`src/rtl/popcount_rr_scheduler.sv`:
```
// Round-robin scheduler sharing one serial popcount engine among REQ_N requesters.
// A granted word is counted one bit per clock, and the result is returned tagged with its requester id.
module popcount_rr_scheduler #(
    parameter  int WIDTH = 7,
    parameter  int REQ_N = 4,
    localparam int CW    = $clog2(WIDTH) + 1,
    localparam int IW    = $clog2(REQ_N)
) (
    input  logic                   clk_i,
    input  logic                   srst_i,
    input  logic [REQ_N*WIDTH-1:0] req_data_i,
    input  logic [REQ_N-1:0]       req_val_i,
    output logic [REQ_N-1:0]       req_ready_o,
    output logic [CW-1:0]          data_o,
    output logic [IW-1:0]          id_o,
    output logic                   data_val_o,
    output logic                   busy_o
);
    localparam int XW = (WIDTH > 1) ? $clog2(WIDTH) : 1;

    typedef enum logic [1:0] {IDLE, COUNT, DONE} state_t;

    state_t            state_q, state_d;
    logic [IW-1:0]     ptr_q, ptr_d;
    logic [WIDTH-1:0]  word_q, word_d;
    logic [IW-1:0]     id_q, id_d;
    logic [CW-1:0]     acc_q, acc_d;
    logic [XW-1:0]     idx_q, idx_d;
    logic [CW-1:0]     data_q, data_d;
    logic [IW-1:0]     res_id_q, res_id_d;

    logic              found;
    logic [IW-1:0]     grant_id;
    logic [WIDTH-1:0]  grant_word;

    // Arbiter: first valid requester scanning ptr, ptr+1, ... with wrap at REQ_N.
    always_comb begin
        logic [IW:0]   sum;
        logic [IW-1:0] cand;
        found      = 1'b0;
        grant_id   = '0;
        grant_word = '0;
        sum        = '0;
        cand       = '0;
        for (int i = 0; i < REQ_N; i++) begin
            sum = {1'b0, ptr_q} + (IW+1)'(i);
            if (sum >= (IW+1)'(REQ_N)) sum = sum - (IW+1)'(REQ_N);
            cand = sum[IW-1:0];
            if (!found && req_val_i[cand]) begin
                found      = 1'b1;
                grant_id   = cand;
                grant_word = req_data_i[int'(cand)*WIDTH +: WIDTH];
            end
        end
    end

    always_ff @(posedge clk_i) begin
        // NOTE: sequential state uses non-blocking assignments so every register samples pre-edge values.
        if (srst_i) begin
            state_q  <= IDLE;
            ptr_q    <= '0;
            word_q   <= '0;
            id_q     <= '0;
            acc_q    <= '0;
            idx_q    <= '0;
            data_q   <= '0;
            res_id_q <= '0;
        end else begin
            state_q  <= state_d;
            ptr_q    <= ptr_d;
            word_q   <= word_d;
            id_q     <= id_d;
            acc_q    <= acc_d;
            idx_q    <= idx_d;
            data_q   <= data_d;
            res_id_q <= res_id_d;
        end
    end

    always_comb begin
        // NOTE: every variable gets a hold default first so no path infers a latch.
        state_d  = state_q;
        ptr_d    = ptr_q;
        word_d   = word_q;
        id_d     = id_q;
        acc_d    = acc_q;
        idx_d    = idx_q;
        data_d   = data_q;
        res_id_d = res_id_q;
        case (state_q)
            IDLE: begin
                if (found) begin
                    state_d = COUNT;
                    word_d  = grant_word;
                    id_d    = grant_id;
                    acc_d   = '0;
                    idx_d   = '0;
                    ptr_d   = (grant_id == IW'(REQ_N-1)) ? '0 : grant_id + 1'b1;
                end
            end
            COUNT: begin
                acc_d = acc_q + CW'(word_q[idx_q]);
                idx_d = idx_q + 1'b1;
                // The result registers load on the last bit so they are valid throughout DONE.
                if (idx_q == XW'(WIDTH-1)) begin
                    state_d  = DONE;
                    data_d   = acc_d;
                    res_id_d = id_q;
                end
            end
            DONE:    state_d = IDLE;
            default: state_d = IDLE;
        endcase
    end

    always_comb begin
        req_ready_o = '0;
        if (state_q == IDLE && found) req_ready_o = {{(REQ_N-1){1'b0}}, 1'b1} << grant_id;
        data_val_o  = (state_q == DONE);
        busy_o      = (state_q != IDLE);
        data_o      = data_q;
        id_o        = res_id_q;
    end
endmodule

```
`config.mk`:
```
export PLATFORM = sky130hd
export DESIGN_NAME = popcount_rr_scheduler
export DESIGN_NICKNAME = d
export VERILOG_FILES = /design/src/rtl/popcount_rr_scheduler.sv
export SDC_FILE = /design/constraint.sdc
export NUM_CORES = 1
export LEC_CHECK = 0
export CAP_MARGIN = 20
export CORE_MARGIN = 4
export CORE_UTILIZATION = 45
export DETAILED_ROUTE_END_ITERATION = 8
export PLACE_DENSITY = 0.71
export SYNTH_ARGS = -nofsm -noshare
export SYNTH_HDL_FRONTEND = slang
export SYNTH_SLANG_ARGS = --single-unit
```
`constraint.sdc`:
```
create_clock -name clk_i -period 2.29 [get_ports clk_i]
set_input_delay 0.458 -clock clk_i [delete_from_list [all_inputs] [get_ports clk_i]]
set_output_delay 0.458 -clock clk_i [all_outputs]
set_load 0.05 [all_outputs]
```
==> flow_summary.ini <==
[yosys]
yosysSeqAreaShare = 0.228
yosys.area.top_type_share = 0.228
synthTopCellsByCount = nand2_1, a21oi_1, nor2_1, dfxtp_1, mux2i_1
syn-mean-instance-area_sq_um = 7.72
synthDistinctLibCells = 45
synth_seq_cells = 26
yosys-top-cells-area = dfxtp_1, a21oi_1, mux2i_1
yosysWarnings = 0
synth_edf_count = 0
yosysTopAreaCell = dfxtp_1
yosysMostFrequentCell = nand2_1
syn_area_sq_um = 2280
synthCells = 296
synth-main-ff-cell = dfxtp_1
synth_fp_nets = 338
synthArstFlopShare = 0

[floorplan]
fp.dieH_um = 79.3
core-area_sq_um = 4820
rows = 25
io_pins = 46
initial_core_util = 0.474
die_area_sq_um = 6280
die_x_um = 79.3

[power_and_ir_drop]
total_power_mw = 1.49
p_sw_uw = 540
clock_power_share = 0.167
power_leakage_nw = 1.16
combPwrFrac = 0.490
power.internal_uw = 953
seqPwrFrac = 0.343
ir_drop_mv = 0.394
powerDensity_nw_per_um2 = 488
switching_share = 0.362

[worst_setup_path]
critPathMaxFanout = 4
cp.required_ns = 1.83
reg2reg_from = ptr_q[0]$_SDFFE_PP0P_
critPathArrivalTime_ns = 1.75
end_kind = primary output
setup.worst_path.class = reg2out
worstSetupStartpointType = flip-flop
cp-startpoint = ptr_q[0]$_SDFFE_PP0P_

[sta]
clock_skew_ns = 0.00111
slew-limit-headroom = 0.654
drv_slew = 0
finalCritPeriodShare = 0.964
setup_viol = 0
setup-tns-final_ns = 0
worstMarginPinSlew_ns = 0.518
period_needed_ns = 2.21
hold_violations = 0
max_clock_freq_mhz = 453

[grt]
grt_pass1_wl_um = 9940
grt_pass1_vias = 2207
grt_overflow = 0
antenna_found_initial = 0
grt.total_usage = 0.190
grt_max_degree = 33

[clock_tree]
tritoncts = done
clock-sinks = 26
clkTransAtPathRegs_ns = 0.08
numCtsBuffers = 3
cts_max_level = 1
cts_buffer_depth = 2
root_buffer = clkbuf_8
clk_latency_ns = 0.27
hold_buffers = 0

[flow_run]
cap_violations = 0

[route]
post-route-drc-count = 0
drt.antenna.violating_nets = 0
vias = 2302
drt_pass1_iterations = 4
drt_iter0_drc = 186
avgRoutedWirePerCell_um = 14.4
wl_um = 5890
routed_via_density = 5.61

[layout]
antenna_cells = 0
final_net_count = 387
final_core_util = 0.635
layout.cells.non_filler = 410
area.growth.synth_to_final_pct = 34.0
drive_above_1_share = 0.210
design_area_sq_um = 3060

[placed_design]
dp_cells = 405
dp_hpwl_um = 4290
port_buffers = 45
dpl_cell_area_sq_um = 2920
place_congestion = 0.834

[outcome]
outcome = finished clean

[min_path]
hp-start = id_q[0]$_SDFFE_PP0P_
hold_class = reg2reg
-- worst max-delay path, stage by stage, from the launching register on --
cell and delay (ns):
dfxtp_2 0.38, inv_1 0.12, a221oi_4 0.33, o22ai_4 0.13, ha_1 0.20, and2_1 0.16, buf_12 0.15
-- cells in the final DEF (no fill, tap or decap), drive strengths merged, types with 2 or more instances in the layout --
cell	synthesis	layout
o211ai	14	14
nor3b	5	5
nand2b	6	6
nand3b	2	2
a21oi	38	38
a211oi	15	15
and3b	4	4
nand2	40	40
mux2	14	14
ha	8	8
nand3	4	4
or2	2	2
nor2b	2	2
mux4	3	3
o21ai	12	12
a31oi	2	2
clkdlybuf4s50	0	37
clkbuf	9	4
buf	18	31
mux2i	15	15
inv	6	6
o32ai	7	7
nor2	29	29
and2	4	4
dfxtp	26	26
-- cells by family after synthesis --
group                      synth area share
AOI/OAI and AO/OA                     0.269
xor gates and xnor gates            0.00767
adders and majority gates            0.0438
buffers and inverters                0.0761
DFF                                   0.228
muxes                                 0.164
and+or+nand+nor                       0.211
-- layer usage --
metal	GRT usage	wire, um	vias up
li1	-	-	1173
met1	0.235	2570	1062
met2	0.336	2920	57
met3	0.0385	300	10
met4	0.0430	105	0
met5	0	0	-
-- area by class of cell --
type                            instances  area (sq um)
Tap cell                               67          83.8
Multi-Input combinational cell        236          1670
Inverter                                7          27.5
Timing Repair Buffer                   71           716
Clock buffer                            3          41.3
Sequential cell                        26           523
Fill cell                             438          1760
-- state kept, by name (all words and copies together) (netlist names) --
| signal | flops |
|---|---|
| id_o | 2 |
| word_q | 7 |
| acc_q | 4 |
| idx_q | 3 |
| ptr_q | 2 |
| state_q | 2 |
| id_q | 2 |
| data_o | 4 |
-- power by group through the flow --
stage / clock network [mW] / logic (mW) / registers, mW
after global placement: 0 / 0.683 / 0.520
after detailed placement: 0 / 0.696 / 0.520
after floorplan: 0 / 0.477 / 0.511
final: 0.249 / 0.731 / 0.512
after CTS: 0.260 / 0.717 / 0.510
after global routing: 0.276 / 0.801 / 0.516
-- metrics by stage --
step / setup slack [ns] / hold slack [ns]
2_1_floorplan: 0.0391 / 0.432
3_3_place_gp: -0.263 / 0.443
3_5_place_dp: -0.296 / 0.443
4_1_cts: 0.00626 / 0.461
5_1_grt: -0.00147 / 0.475
6_report: 0.0819 / 0.458
-- final timing paths --
check                                              end  slack (ns)  cells after the start
worst max-delay path                    req_ready_o[2]        0.08                      6
worst min-delay path              id_o[0]$_SDFFE_PP0P_        0.46                      2
worst max register to register  word_q[3]$_SDFFE_PP0P_        0.33                      6
worst min register to register    id_o[0]$_SDFFE_PP0P_        0.46                      2
-- repair_timing --
action / in CTS / in global routing
buffers inserted: 0 / 3
gates cloned: 0 / 0
setup endpoints to repair: 4 / 4
gates resized for setup: 18 / 11
pin swaps: 2 / 2
Note: power is estimated with default switching activity, not from simulation.
